<file path="config.mk">
export PLATFORM = sky130hd
export DESIGN_NAME = clk_gen_multi_flat
export DESIGN_NICKNAME = d
export VERILOG_FILES = /design/src/rtl/clk_gen_pkg.sv /design/src/rtl/clk_gen_multi_if.sv /design/src/rtl/clk_gen_channel.sv /design/src/rtl/clk_gen_multi.sv /design/src/flat_wrapper.sv
export SDC_FILE = /design/constraint.sdc
export NUM_CORES = 1
export LEC_CHECK = 0
export BUFFER_PORTS_ARGS = -buffer_cell sky130_fd_sc_hd__buf_4
export CORE_UTILIZATION = 60
export DETAILED_ROUTE_END_ITERATION = 12
export HOLD_SLACK_MARGIN = 0.12
export PLACE_DENSITY = 0.9
export REMOVE_ABC_BUFFERS = 1
export SLEW_MARGIN = 20
export SYNTH_ARGS = -nofsm -noshare
export SYNTH_HDL_FRONTEND = slang
export SYNTH_SLANG_ARGS = --single-unit
</file>
<file path="constraint.sdc">
create_clock -name sysclk -period 2.4 [get_ports sysclk]
set_input_delay 0.12 -clock sysclk [delete_from_list [all_inputs] [get_ports sysclk]]
set_output_delay 0.12 -clock sysclk [all_outputs]
set_load 0.03 [all_outputs]
</file>
<file path="src/rtl/clk_gen_pkg.sv">
// Shared definitions for the multi-channel clock generator.
//   ch_state_t : per-channel state (RUN, DRAIN, HALT, STEP)
//   ch_width() : width of a channel index, never less than one bit
package clk_gen_pkg;

  typedef enum logic [1:0] {
    ST_RUN   = 2'd0,
    ST_DRAIN = 2'd1,
    ST_HALT  = 2'd2,
    ST_STEP  = 2'd3
  } ch_state_t;

  function automatic int ch_width(input int num_ch);
    return (num_ch <= 1) ? 1 : $clog2(num_ch);
  endfunction

endpackage

</file>
<file path="src/rtl/clk_gen_multi_if.sv">
// Divide-value write bus for clk_gen_multi.
//   wr_en  : write strobe
//   wr_ch  : addressed channel
//   wr_div : new divide value (half-period = wr_div+1 sysclk cycles)
// master drives the bus, slave (the clock generator) receives it.
interface clk_gen_multi_if #(
  parameter int CH_W  = 2,
  parameter int CNT_W = 8
);
  logic             wr_en;
  logic [CH_W-1:0]  wr_ch;
  logic [CNT_W-1:0] wr_div;

  modport master (output wr_en, output wr_ch, output wr_div);
  modport slave  (input  wr_en, input  wr_ch, input  wr_div);
endinterface

</file>
<file path="src/rtl/clk_gen_channel.sv">
// One divided-clock channel.
//   sysclk  : system clock
//   reset   : synchronous active-high reset
//   run     : 1 = run, 0 = halt request (glitch-free, parks low)
//   step    : single-step request, honoured only while halted
//   wr_hit  : this channel is addressed by a divide-value write
//   wr_div  : value written into the pending divide register
//   clk_out : divided clock, half-period = active_div+1 cycles
//   clk_en  : one-cycle pulse coincident with each clk_out rise
//   halted  : 1 while the channel sits in HALT (one cycle late)
module clk_gen_channel
  import clk_gen_pkg::*;
#(
  parameter int CNT_W       = 8,
  parameter int DEFAULT_DIV = 50,
  parameter bit START_RUN   = 1'b1
) (
  input  logic             sysclk,
  input  logic             reset,
  input  logic             run,
  input  logic             step,
  input  logic             wr_hit,
  input  logic [CNT_W-1:0] wr_div,
  output logic             clk_out,
  output logic             clk_en,
  output logic             halted
);

  localparam logic [CNT_W-1:0] DIV_RST = CNT_W'(DEFAULT_DIV);

  ch_state_t        state;
  logic [CNT_W-1:0] cnt;
  logic [CNT_W-1:0] active_div;
  logic [CNT_W-1:0] pending_div;

  logic toggle;
  logic fall;

  assign toggle = (cnt == active_div);
  assign fall   = toggle & clk_out;

  always_ff @(posedge sysclk) begin
    if (reset) begin
      state       <= START_RUN ? ST_RUN : ST_HALT;
      cnt         <= '0;
      clk_out     <= 1'b0;
      clk_en      <= 1'b0;
      active_div  <= DIV_RST;
      pending_div <= DIV_RST;
      halted      <= ~START_RUN;
    end else begin
      clk_en <= 1'b0;
      halted <= (state == ST_HALT);

      // A boundary in this same cycle still loads the old pending value
      // below, because the non-blocking write lands afterwards.
      if (wr_hit) begin
        pending_div <= wr_div;
      end

      if (state == ST_HALT) begin
        // Parked low with cnt=0; keep the divider fresh so the first
        // period after leaving HALT uses the latest written value.
        active_div <= pending_div;
        if (run) begin
          state <= ST_RUN;
        end else if (step) begin
          state <= ST_STEP;
        end
      end else begin
        // Common counting for RUN, DRAIN and STEP.
        if (toggle) begin
          cnt        <= '0;
          clk_out    <= ~clk_out;
          clk_en     <= ~clk_out;
          active_div <= pending_div;
        end else begin
          cnt <= cnt + 1'b1;
        end

        case (state)
          ST_RUN: begin
            if (!run) begin
              if (!clk_out) begin
                // Already low: park now and suppress a rise that may be due.
                state   <= ST_HALT;
                cnt     <= '0;
                clk_out <= 1'b0;
                clk_en  <= 1'b0;
              end else if (fall) begin
                // Falling this very cycle: no high phase left to drain.
                state <= ST_HALT;
              end else begin
                state <= ST_DRAIN;
              end
            end
          end
          ST_DRAIN, ST_STEP: begin
            if (run) begin
              state <= ST_RUN;
            end else if (fall) begin
              state <= ST_HALT;
            end
          end
          default: state <= ST_HALT;
        endcase
      end
    end
  end

endmodule

</file>
<file path="src/rtl/clk_gen_multi.sv">
// NUM_CH independent divided-clock channels from sysclk.
//   sysclk  : system clock, all logic on posedge
//   reset   : synchronous active-high reset
//   run     : per-channel run level (0 = halt request)
//   step    : per-channel single-step pulse
//   wr      : divide-value write bus (slave side)
//   clk_out : per-channel divided clock, 50% duty
//   clk_en  : per-channel pulse on each clk_out rise
//   halted  : per-channel HALT indication
// The top only decodes the write address; writes to a channel index
// at or above NUM_CH match no channel and are dropped.
module clk_gen_multi
  import clk_gen_pkg::*;
#(
  parameter int NUM_CH      = 4,
  parameter int CNT_W       = 8,
  parameter int DEFAULT_DIV = 50,
  parameter bit START_RUN   = 1'b1,
  localparam int CH_W       = ch_width(NUM_CH)
) (
  input  logic              sysclk,
  input  logic              reset,
  input  logic [NUM_CH-1:0] run,
  input  logic [NUM_CH-1:0] step,
  clk_gen_multi_if.slave    wr,
  output logic [NUM_CH-1:0] clk_out,
  output logic [NUM_CH-1:0] clk_en,
  output logic [NUM_CH-1:0] halted
);

  logic [NUM_CH-1:0] wr_hit;

  generate
    for (genvar gi = 0; gi < NUM_CH; gi++) begin : g_ch
      assign wr_hit[gi] = wr.wr_en && (wr.wr_ch == CH_W'(gi));

      clk_gen_channel #(
        .CNT_W       (CNT_W),
        .DEFAULT_DIV (DEFAULT_DIV),
        .START_RUN   (START_RUN)
      ) u_channel (
        .sysclk  (sysclk),
        .reset   (reset),
        .run     (run[gi]),
        .step    (step[gi]),
        .wr_hit  (wr_hit[gi]),
        .wr_div  (wr.wr_div),
        .clk_out (clk_out[gi]),
        .clk_en  (clk_en[gi]),
        .halted  (halted[gi])
      );
    end
  endgenerate

endmodule

</file>
<file path="src/flat_wrapper.sv">
// flat-port wrapper written by rule: the top's interface ports become plain ports
module clk_gen_multi_flat import clk_gen_pkg::*;
#(
  parameter int NUM_CH      = 4,
  parameter int CNT_W       = 8,
  parameter int DEFAULT_DIV = 50,
  parameter bit START_RUN   = 1'b1,
  localparam int CH_W       = ch_width(NUM_CH)
)
  (sysclk, reset, run, step, clk_out, clk_en, halted, wr_wr_en, wr_wr_ch, wr_wr_div);
  clk_gen_multi_if #(.CH_W((2)), .CNT_W(CNT_W)) wr_i ();
  input  logic sysclk;
  input  logic reset;
  input  logic [NUM_CH-1:0] run;
  input  logic [NUM_CH-1:0] step;
  output logic [NUM_CH-1:0] clk_out;
  output logic [NUM_CH-1:0] clk_en;
  output logic [NUM_CH-1:0] halted;
  input wire logic [$bits(wr_i.wr_en)-1:0] wr_wr_en;
  input wire logic [$bits(wr_i.wr_ch)-1:0] wr_wr_ch;
  input wire logic [$bits(wr_i.wr_div)-1:0] wr_wr_div;
  assign wr_i.wr_en = wr_wr_en;
  assign wr_i.wr_ch = wr_wr_ch;
  assign wr_i.wr_div = wr_wr_div;
  clk_gen_multi #(.NUM_CH(NUM_CH), .CNT_W(CNT_W), .DEFAULT_DIV(DEFAULT_DIV), .START_RUN(START_RUN)) u_core (.sysclk(sysclk), .reset(reset), .run(run), .step(step), .wr(wr_i), .clk_out(clk_out), .clk_en(clk_en), .halted(halted));
endmodule
</file>
# Word-level counts from Yosys, hierarchy flattened
# Index checks and enable logic that the tools add are counted.
# W data, S select, Z words.
[word_totals]
ff_bits = 116
latchBits = 0
mem_bits_rw = 0
romBits = 0
out_inout_bits = 12
mem_count = 0
[op_classes]
n_addsub = 4
mul = 0
n_div = 0
n_lt_le_gt_ge = 0
n_eq_ne = 31
n_shift = 0
n_mux = 92
n_bitwise = 8
n_reduce_logical = 25
[op_table]
columns = ["operator", "n"]
rows = [
  ["$mux W8", 24],
  ["$mux W2", 32],
  ["$add A8 B1 Y8 const B", 4],
  ["$eq A8 B8 Y1", 4],
  ["$mux W1", 32],
  ["$ne A3 B3 Y1 const B", 8],
  ["$eq A2 B2 Y1 const B", 10],
  ["$ne A4 B4 Y1 const B", 4],
  ["$pmux W2 S2", 4],
  ["$reduce_or A2 Y1", 8],
  ["$reduce_and A3 Y1", 4],
  ["$eq A2 B1 Y1 const B", 5],
  ["$logic_not A2 Y1", 5],
  ["$reduce_bool A2 Y1", 4],
  ["$and A1 B1 Y1", 4],
  ["$logic_and A1 B1 Y1", 4],
  ["$not A1 Y1", 4],
]

# Longest topological paths before layout
# Gate-level depths: netlist of run 1.
[logic_depth]
ltp_word = 7
mapped_depth = 9
depth_no_buf = 8

# Cells and area by module
# From an unflattened synthesis of run 1, not the netlist that was laid out.
[hier_totals]
cells_unflattened = 549
area_unflattened_um2 = 5411.4
[modules_own_cells]
columns = ["module", "n_inst", "cells_each", "area_per_inst_um2", "seq_area_each_um2"]
rows = [
  ["clk_gen_channel at u_core.g_ch[0].u_channel ...", 3, 136, 1351.3, 580.6],
  ["clk_gen_channel at u_core.g_ch[3].u_channel", 1, 137, 1320.0, 580.6],
  ["clk_gen_multi", 1, 4, 37.5, 0.0],
]

# Worst setup path before layout of run 1
# OpenSTA, ideal clock, no wires.
[synth_timing]
path_type = "register -> register"
start = "register u_core.g_ch[1].u_channel.cnt[3]"
end = "register u_core.g_ch[1].u_channel.state[0]"
setup_ns = 0.137
arrival_time_ns = 1.612
slack_ns = 0.651
stages_incl_launch_ff = 8
path_buffers = 0
period_less_slack_ns = 1.749
path_cell_list = "dfxtp_1 > xor2_1 > nor4_2 > nand2_1 > ha_1 > nor2b_1 > a211oi_1 > a2111oi_0"
[synth_via]
elab_chain_cells = 7
[synth_rtl]
columns = ["element", "line_no", "source"]
rows = [
  ["from (decl)", "clk_gen_channel.sv:32", "logic [CNT_W-1:0] cnt;"],
  ["from (signal assigned)", "clk_gen_channel.sv:78", "cnt <= cnt + 1'b1;"],
  ["$eq A8 B8 Y1 (*)", "clk_gen_channel.sv:39", "assign toggle = (cnt == active_div);"],
  ["$and A1 B1 Y1 (*)", "clk_gen_channel.sv:40", "assign fall = toggle & clk_out;"],
  ["$mux W2", "clk_gen_channel.sv:90", "end else if (fall) begin"],
  ["$mux W2", "clk_gen_channel.sv:84", "if (!clk_out) begin"],
  ["$mux W2", "clk_gen_channel.sv:83", "if (!run) begin"],
  ["$pmux W2 S2", "clk_gen_channel.sv:81", "case (state)"],
  ["$mux W2", "clk_gen_channel.sv:61", "if (state == ST_HALT) begin"],
  ["to (signal assigned)", "clk_gen_channel.sv:44", "state <= START_RUN ? ST_RUN : ST_HALT;"],
  ["to (decl)", "clk_gen_channel.sv:31", "ch_state_t state;"],
]
# Mark *: on every way between the ends. The rest lies on a longest branch, timed or not. The select of a mux whose other input is x is not followed.
# A chain may end at the register's enable or synchronous reset.

# Worst setup path in the final report of run 1
[layout_timing]
start = "register u_core.g_ch[2].u_channel.cnt[7]"
end = "register u_core.g_ch[2].u_channel.state[1]"
[layout_via]
elab_chain_cells = 7
[layout_rtl]
columns = ["element", "line_no"]
rows = [
  ["from (decl)", "clk_gen_channel.sv:32"],
  ["from (signal assigned)", "clk_gen_channel.sv:78"],
  ["$eq A8 B8 Y1 (*)", "clk_gen_channel.sv:39"],
  ["$and A1 B1 Y1 (*)", "clk_gen_channel.sv:40"],
  ["$mux W2", "clk_gen_channel.sv:90"],
  ["$mux W2", "clk_gen_channel.sv:84"],
  ["$mux W2", "clk_gen_channel.sv:83"],
  ["$pmux W2 S2", "clk_gen_channel.sv:81"],
  ["$mux W2", "clk_gen_channel.sv:61"],
  ["to (signal assigned)", "clk_gen_channel.sv:44"],
  ["to (decl)", "clk_gen_channel.sv:31"],
]
# Marked as above.

==> impl_metrics.csv, run 1 <==
group,metric,value,unit
outcome,status,"finished clean",
worst_setup_path,r2r-start,"u_core.g_ch[2].u_channel.cnt[7]$_SDFFE_PP0N_",
worst_hold_path,min_path_type,"in2reg",
yosys,synth-edff-count,0,
clock_tree,cts_root_buf,"clkbuf_8",
pwr,cellPowerDensity,803,nW/um2
global_route,grt_max_degree,38,
sta,fin_crit_sh,0.989,
sta,worst_pin_slew,1020,ps
global_route,grt_pass1_vias,4346,
yosys,syn-instance-count,610,
worst_setup_path,crit_required,2860,ps
final_layout,diodes,0,
placement,hpwl,7.41,mm
pwr,power,5.13,mW
global_route,grt_util_all_layers,0.274,
worst_setup_path,startpoint_type,"flip-flop",
clock_tree,clk_pin_slew,60,ps
drt,drt_iter0_markers,246,
worst_setup_path,critPathCapture,"u_core.g_ch[2].u_channel.state[1]$_SDFFE_PP0P_",
drt,wirelength,12.3,mm
placement,io_buffers,32,
yosys,synthArstFlopShare,0,
yosys,synth_common_cells,"dfxtp_1, nand2_1, nor2_1",
clock_tree,numCtsBuffers,17,
yosys,syn_avg_cell_area,8.78,um2
final_layout,final_net_count,686,
placement,dpl-instance-area,5540,um2
yosys,yosys.area.top_type_share,0.434,
yosys,ys_types,55,
floorplanning,die_x,96.5,um
floorplanning,io_pins,33,
clock_tree,clk_path_buf_depth,2,
clock_tree,cts.sinks,116,
worst_setup_path,path_cells,"xor2_1 > nor4_4 > nand2_1 > ha_1 > nor2_1 > a211oi_1 > nor3_1 > dlygate4sd3_1",
drt,first_pass_iters,5,
floorplanning,dieArea,9300,um2
sta,period_minus_slack,2370,ps
sta,tns,0,ps
drt,num_vias,4431,
final_layout,final_util,0.735,
pwr,p_leak,2.66,nW
floorplanning,core_area,8680,um2
clock_tree,htreeDepth,4,
floorplanning,die-height,96.5,um
yosys,yosysMostFrequentCell,"dfxtp_1",
final_layout,syn2layout_area_growth,19.2,%
worst_setup_path,reg2reg_slack,30,ps
worst_setup_path,crit_type,"reg2reg",
floorplanning,std_cell_rows,34,
worst_setup_path,max_stage_delay,560,ps
yosys,synth-seq-cells,116,
worst_setup_path,end_kind,"flip-flop",
placement,place_ws,371,ps
sta,hold_viol_final,0,
sta,setup_violations,0,
worst_setup_path,crit_arrival,2840,ps
drt,vias_per_cell,5.75,
yosys,yosys_most_used_dff,"dfxtp_1",
drt,drc_errors,0,
placement,place_congestion,0.858,
final_layout,postLayoutCellArea,6380,um2
yosys,synth_warnings,0,
worst_setup_path,ff2ff_path_depth,8,
clock_tree,insertion_delay,520,ps
floorplanning,start_util,0.617,
worst_setup_path,crit_start,"u_core.g_ch[2].u_channel.cnt[7]$_SDFFE_PP0N_",
worst_setup_path,cp_top_family,"simple AND/OR/NAND/NOR gates",
worst_setup_path,slowest_stage,"dlygate4sd3_1",
yosys,synth_area_leaders,"dfxtp_1, nand2_1, mux2i_1",
worst_setup_path,cp_max_fo,4,
sta,skew,7.93,ps
sta,setup_ws,25.7,ps
final_layout,drive_above_1_share,0.147,
yosys,syn_area,5350,um2
clock_tree,cts_tree,"yes",
yosys,yosysSeqAreaShare,0.434,
global_route,grt_overflow,0,
sta,slew_violations,0,
worst_setup_path,rr_endpoint,"u_core.g_ch[2].u_channel.state[1]$_SDFFE_PP0P_",
drt,drt-wirelength-per-cell,16.0,um
sta,max_freq,0.421,GHz
run,maxCapViolCount,0,
yosys,synth_top_area_cell,"dfxtp_1",
drt,detail-route-antenna-nets,0,
sta,max_slew_margin,0.321,
worst_setup_path,cp.depth,8,
pwr,vdd_drop_max,588,uV
global_route,grt_pass1_wl,19.4,mm
worst_setup_path,crit_buf_inv,1,
global_route,antenna_found_initial,0,
power by group:
part           switching (mW)  internal, mW
clock network           0.905          1.66
registers              0.0818          2.00
logic                   0.272         0.209
total                    1.26          3.87
state kept, by name, indices dropped and copies added, names as in the netlist:
name                               flops
u_core.g_ch.u_channel.pending_div     32
u_core.g_ch.u_channel.halted           4
u_core.g_ch.u_channel.cnt             32
u_core.g_ch.u_channel.clk_out          4
u_core.g_ch.u_channel.state            8
u_core.g_ch.u_channel.active_div      32
u_core.g_ch.u_channel.clk_en           4
worst min-delay path, cell delays in order:
cell and delay, ps:
buf_4 110, nor2_1 90, a211oi_1 80, a21oi_1 140, nor3_1 60
per-stage QoR:
step                      hold slack (ps)  cells
after CTS                             339    769
after floorplan                       189    571
after global routing                  152    770
after global placement                325    715
final                                 119    770
after detailed placement              333    715
final cells by class:
cell class / instances / area (um2)
fill: 546 / 2300
tap: 108 / 135
clock buffer: 20 / 455
inverter: 15 / 56.3
multi-input combinational: 440 / 2760
sequential: 116 / 2330
timing repair buffer: 59 / 495
clock inverter: 12 / 154
worst min path at each step:
stage             from                                                   end  slack, ps  cells past startpoint
2_1_floorplan    reset  u_core.g_ch[1].u_channel.pending_div[0]$_SDFFE_PP0P_        190                      1
3_3_place_gp    run[3]        u_core.g_ch[3].u_channel.state[1]$_SDFFE_PP0P_        320                      2
3_5_place_dp    run[0]        u_core.g_ch[0].u_channel.state[0]$_SDFFE_PP0P_        330                      2
4_1_cts         run[3]        u_core.g_ch[3].u_channel.state[1]$_SDFFE_PP0P_        340                      3
5_1_grt        step[0]        u_core.g_ch[0].u_channel.state[0]$_SDFFE_PP0P_        150                      5
6_report       step[0]        u_core.g_ch[0].u_channel.state[0]$_SDFFE_PP0P_        120                      5
cell families after synthesis:
| logic type | Yosys count | share of synthesized area |
|---|---|---|
| AOI/OAI and AO/OA | 100 | 0.126 |
| DFF | 116 | 0.434 |
| muxes | 27 | 0.0505 |
| and+or+nand+nor | 257 | 0.235 |
| xor gates and xnor gates | 40 | 0.0654 |
| buffers and inverters | 54 | 0.0521 |
| adders and majority gates | 16 | 0.0374 |
metal layers:
metal | vias to the layer above | wire [um] | global-route usage
li1 | 2155 | - | -
met1 | 2090 | 5010 | 0.311
met2 | 159 | 6460 | 0.488
met3 | 27 | 595 | 0.0649
met4 | 0 | 240 | 0.119
met5 | - | 0 | 0
repair_timing:
action	CTS	global route
setup buffers	0	2
setup endpoints to repair	0	2
hold buffers	22	0
endpoints found under the hold margin	50	0
resized for setup	0	6
cell usage in the layout (no fill, tap or decap), drive strengths merged, types with 9 or more instances in the layout:
master | synthesis | routed
xor2 | 27 | 27
nor2 | 67 | 67
nor3 | 32 | 32
a211o | 11 | 11
nand2 | 87 | 87
buf | 27 | 38
nand3 | 9 | 9
ha | 16 | 16
a21oi | 39 | 39
nand3b | 9 | 9
dfxtp | 116 | 116
clkbuf | 12 | 20
o21ai | 16 | 16
mux2i | 27 | 27
inv | 15 | 15
xnor2 | 13 | 13
dlygate4sd3 | 0 | 21
nor2b | 13 | 13
Power figures use the tool's default switching activity.
==> run 2, diff against run 1 <==
CORE_UTILIZATION = 51   (was 60)
PLACE_DENSITY = 0.8   (was 0.9)
==> impl_metrics.csv, run 2 (same netlist as run 1, synthesis figures left out) <==
group,metric,value,unit
clock_tree,numCtsBuffers,17,
drt,detail-route-antenna-nets,0,
floorplanning,start_util,0.523,
worst_setup_path,rr_endpoint,"u_core.g_ch[3].u_channel.state[0]$_SDFFE_PP0P_",
sta,skew,13.0,ps
floorplanning,io_pins,33,
outcome,status,"finished clean",
sta,period_minus_slack,2060,ps
floorplanning,core_area,10200,um2
final_layout,final_common_cell,"dfxtp_1",
worst_hold_path,min_to,"u_core.g_ch[0].u_channel.state[0]$_SDFFE_PP0P_",
pwr,power,4.94,mW
worst_hold_path,min_path_type,"in2reg",
clock_tree,cts_tree,"yes",
floorplanning,die-height,104,um
worst_hold_path,min_path_cells,5,
global_route,grt_overflow,0,
clock_tree,cts.sinks,116,
clock_tree,clk_pin_slew,60,ps
sta,worst_pin_slew,1010,ps
clock_tree,insertion_delay,500,ps
drt,wirelength,10.7,mm
final_layout,final_cell_mix,"dfxtp_1, nand2_1, nor2_1",
run,maxCapViolCount,0,
clock_tree,cts_root_buf,"clkbuf_8",
floorplanning,die_x,104,um
pwr,cellPowerDensity,779,nW/um2
drt,num_vias,4245,
sta,hold_viol_final,0,
worst_setup_path,path_cells,"xnor2_1 > nand4_1 > nor2_1 > inv_1 > ha_1 > nor2b_1 > a211oi_1 > a2111oi_0",
sta,rsz0062_at_grt,"no",
worst_setup_path,end_kind,"flip-flop",
worst_setup_path,reg2reg_slack,340,ps
final_layout,multi_input_area,2760,um2
global_route,grt_pass1_vias,4073,
final_layout,syn2layout_area_growth,18.4,%
clock_tree,clk_path_buf_depth,2,
worst_setup_path,slowest_stage,"dfxtp_1",
floorplanning,std_cell_rows,37,
final_layout,reg.largest.list,"u_core.g_ch.u_channel.active_div: 32 flops, u_core.g_ch.u_channel.cnt: 32 flops, u_core.g_ch.u_channel.pending_div: 32 flops",
worst_setup_path,crit_type,"reg2reg",
drt,vias_per_cell,5.35,
sta,tns,0,ps
worst_setup_path,crit_arrival,2400,ps
final_layout,final_net_count,682,
drt,first_pass_iters,4,
clock_tree,htreeDepth,4,
drt,drt-wirelength-per-cell,13.5,um
worst_hold_path,hp-start,"step[0]",
pwr,vdd_drop_max,443,uV
placement,hpwl,7.00,mm
global_route,grt_max_degree,59,
global_route,grt_pass1_wl,18.2,mm
floorplanning,dieArea,10900,um2
placement,place_congestion,0.838,
worst_setup_path,cp_max_fo,7,
drt,drt_iter0_markers,172,
sta,fin_crit_sh,0.858,
worst_setup_path,ff2ff_path_depth,8,
sta,max_freq,0.486,GHz
global_route,antenna_found_initial,0,
final_layout,seq_area,2320,um2
worst_setup_path,startpoint_type,"flip-flop",
worst_setup_path,r2r-start,"u_core.g_ch[3].u_channel.cnt[0]$_SDFFE_PP0N_",
sta,setup_violations,0,
sta,slew_violations,0,
drt,drc_errors,0,
global_route,grt_util_all_layers,0.204,
worst_setup_path,crit_required,2740,ps
final_layout,fillers,825,
placement,io_buffers,32,
final_layout,drive_above_1_share,0.137,
pwr,p_leak,2.63,nW
sta,max_slew_margin,0.328,
final_layout,diodes,0,
worst_setup_path,max_stage_delay,450,ps
-- run 2: report_power, final --
| group | internal [mW] | switching [mW] |
|---|---|---|
| Sequential | 2.00 | 0.0790 |
| Combinational | 0.205 | 0.253 |
| Clock | 1.57 | 0.834 |
-- run 2: repair_timing --
item	in CTS	in global routing
hold endpoints to repair	56	0
endpoints found under the setup margin	0	1
gates resized for setup	0	2
hold buffers	20	0
setup buffers	0	1
-- run 2: area by class of cell --
class                           instances  share of cell area
Tap cell                              136              0.0268
Timing Repair Buffer                   55              0.0726
Sequential cell                       116               0.366
Clock inverter                          9              0.0162
Multi-Input combinational cell        440               0.434
Clock buffer                           22              0.0746
Inverter                               15             0.00888
-- run 2: per-stage QoR --
step / area [um2] / instances / hold WS (ps) / utilization / setup WS [ps]
2_1_floorplan: 5130 / 571 / 189 / - / 645
3_3_place_gp: 5560 / 742 / 330 / 0.544 / 502
3_5_place_dp: 5560 / 742 / 338 / 0.544 / 381
4_1_cts: 6340 / 793 / 353 / 0.620 / 28.3
5_1_grt: 6340 / 793 / 201 / 0.620 / 176
6_report: 6340 / 793 / 134 / 0.620 / 342
-- run 2: worst max path at each step --
| stage | start | end | slack [ps] | cells past startpoint |
|---|---|---|---|---|
| finish | u_core.g_ch[3].u_channel.cnt[0]$_SDFFE_PP0N_ | u_core.g_ch[3].u_channel.state[0]$_SDFFE_PP0P_ | 340 | 8 |
| detailed placement | u_core.g_ch[3].u_channel.cnt[0]$_SDFFE_PP0N_ | u_core.g_ch[3].u_channel.state[0]$_SDFFE_PP0P_ | 380 | 8 |
| global placement | u_core.g_ch[3].u_channel.cnt[0]$_SDFFE_PP0N_ | u_core.g_ch[3].u_channel.state[0]$_SDFFE_PP0P_ | 500 | 8 |
| floorplan | u_core.g_ch[1].u_channel.cnt[3]$_SDFFE_PP0N_ | u_core.g_ch[1].u_channel.state[0]$_SDFFE_PP0P_ | 650 | 7 |
| CTS | u_core.g_ch[0].u_channel.cnt[5]$_SDFFE_PP0N_ | u_core.g_ch[0].u_channel.state[0]$_SDFFE_PP0P_ | 30 | 9 |
| global route | u_core.g_ch[3].u_channel.cnt[0]$_SDFFE_PP0N_ | u_core.g_ch[3].u_channel.state[0]$_SDFFE_PP0P_ | 180 | 8 |
-- run 2: worst max-delay path: cells and delay by family (launching register included) --
kind | cells | cell delay, ps
simple gates | 3 | 680
flops | 1 | 450
compound gates | 2 | 310
fa+ha+maj | 1 | 220
xor+xnor | 1 | 170
buf+inv | 1 | 80
-- run 2: per-layer routing --
layer | track usage | up-vias | share of wire
met2 | 0.344 | 109 | 0.50
met4 | 0.0806 | 0 | 0.013
li1 | - | 2143 | -
met5 | 0 | - | 0
met1 | 0.245 | 1977 | 0.44
met3 | 0.0564 | 16 | 0.042
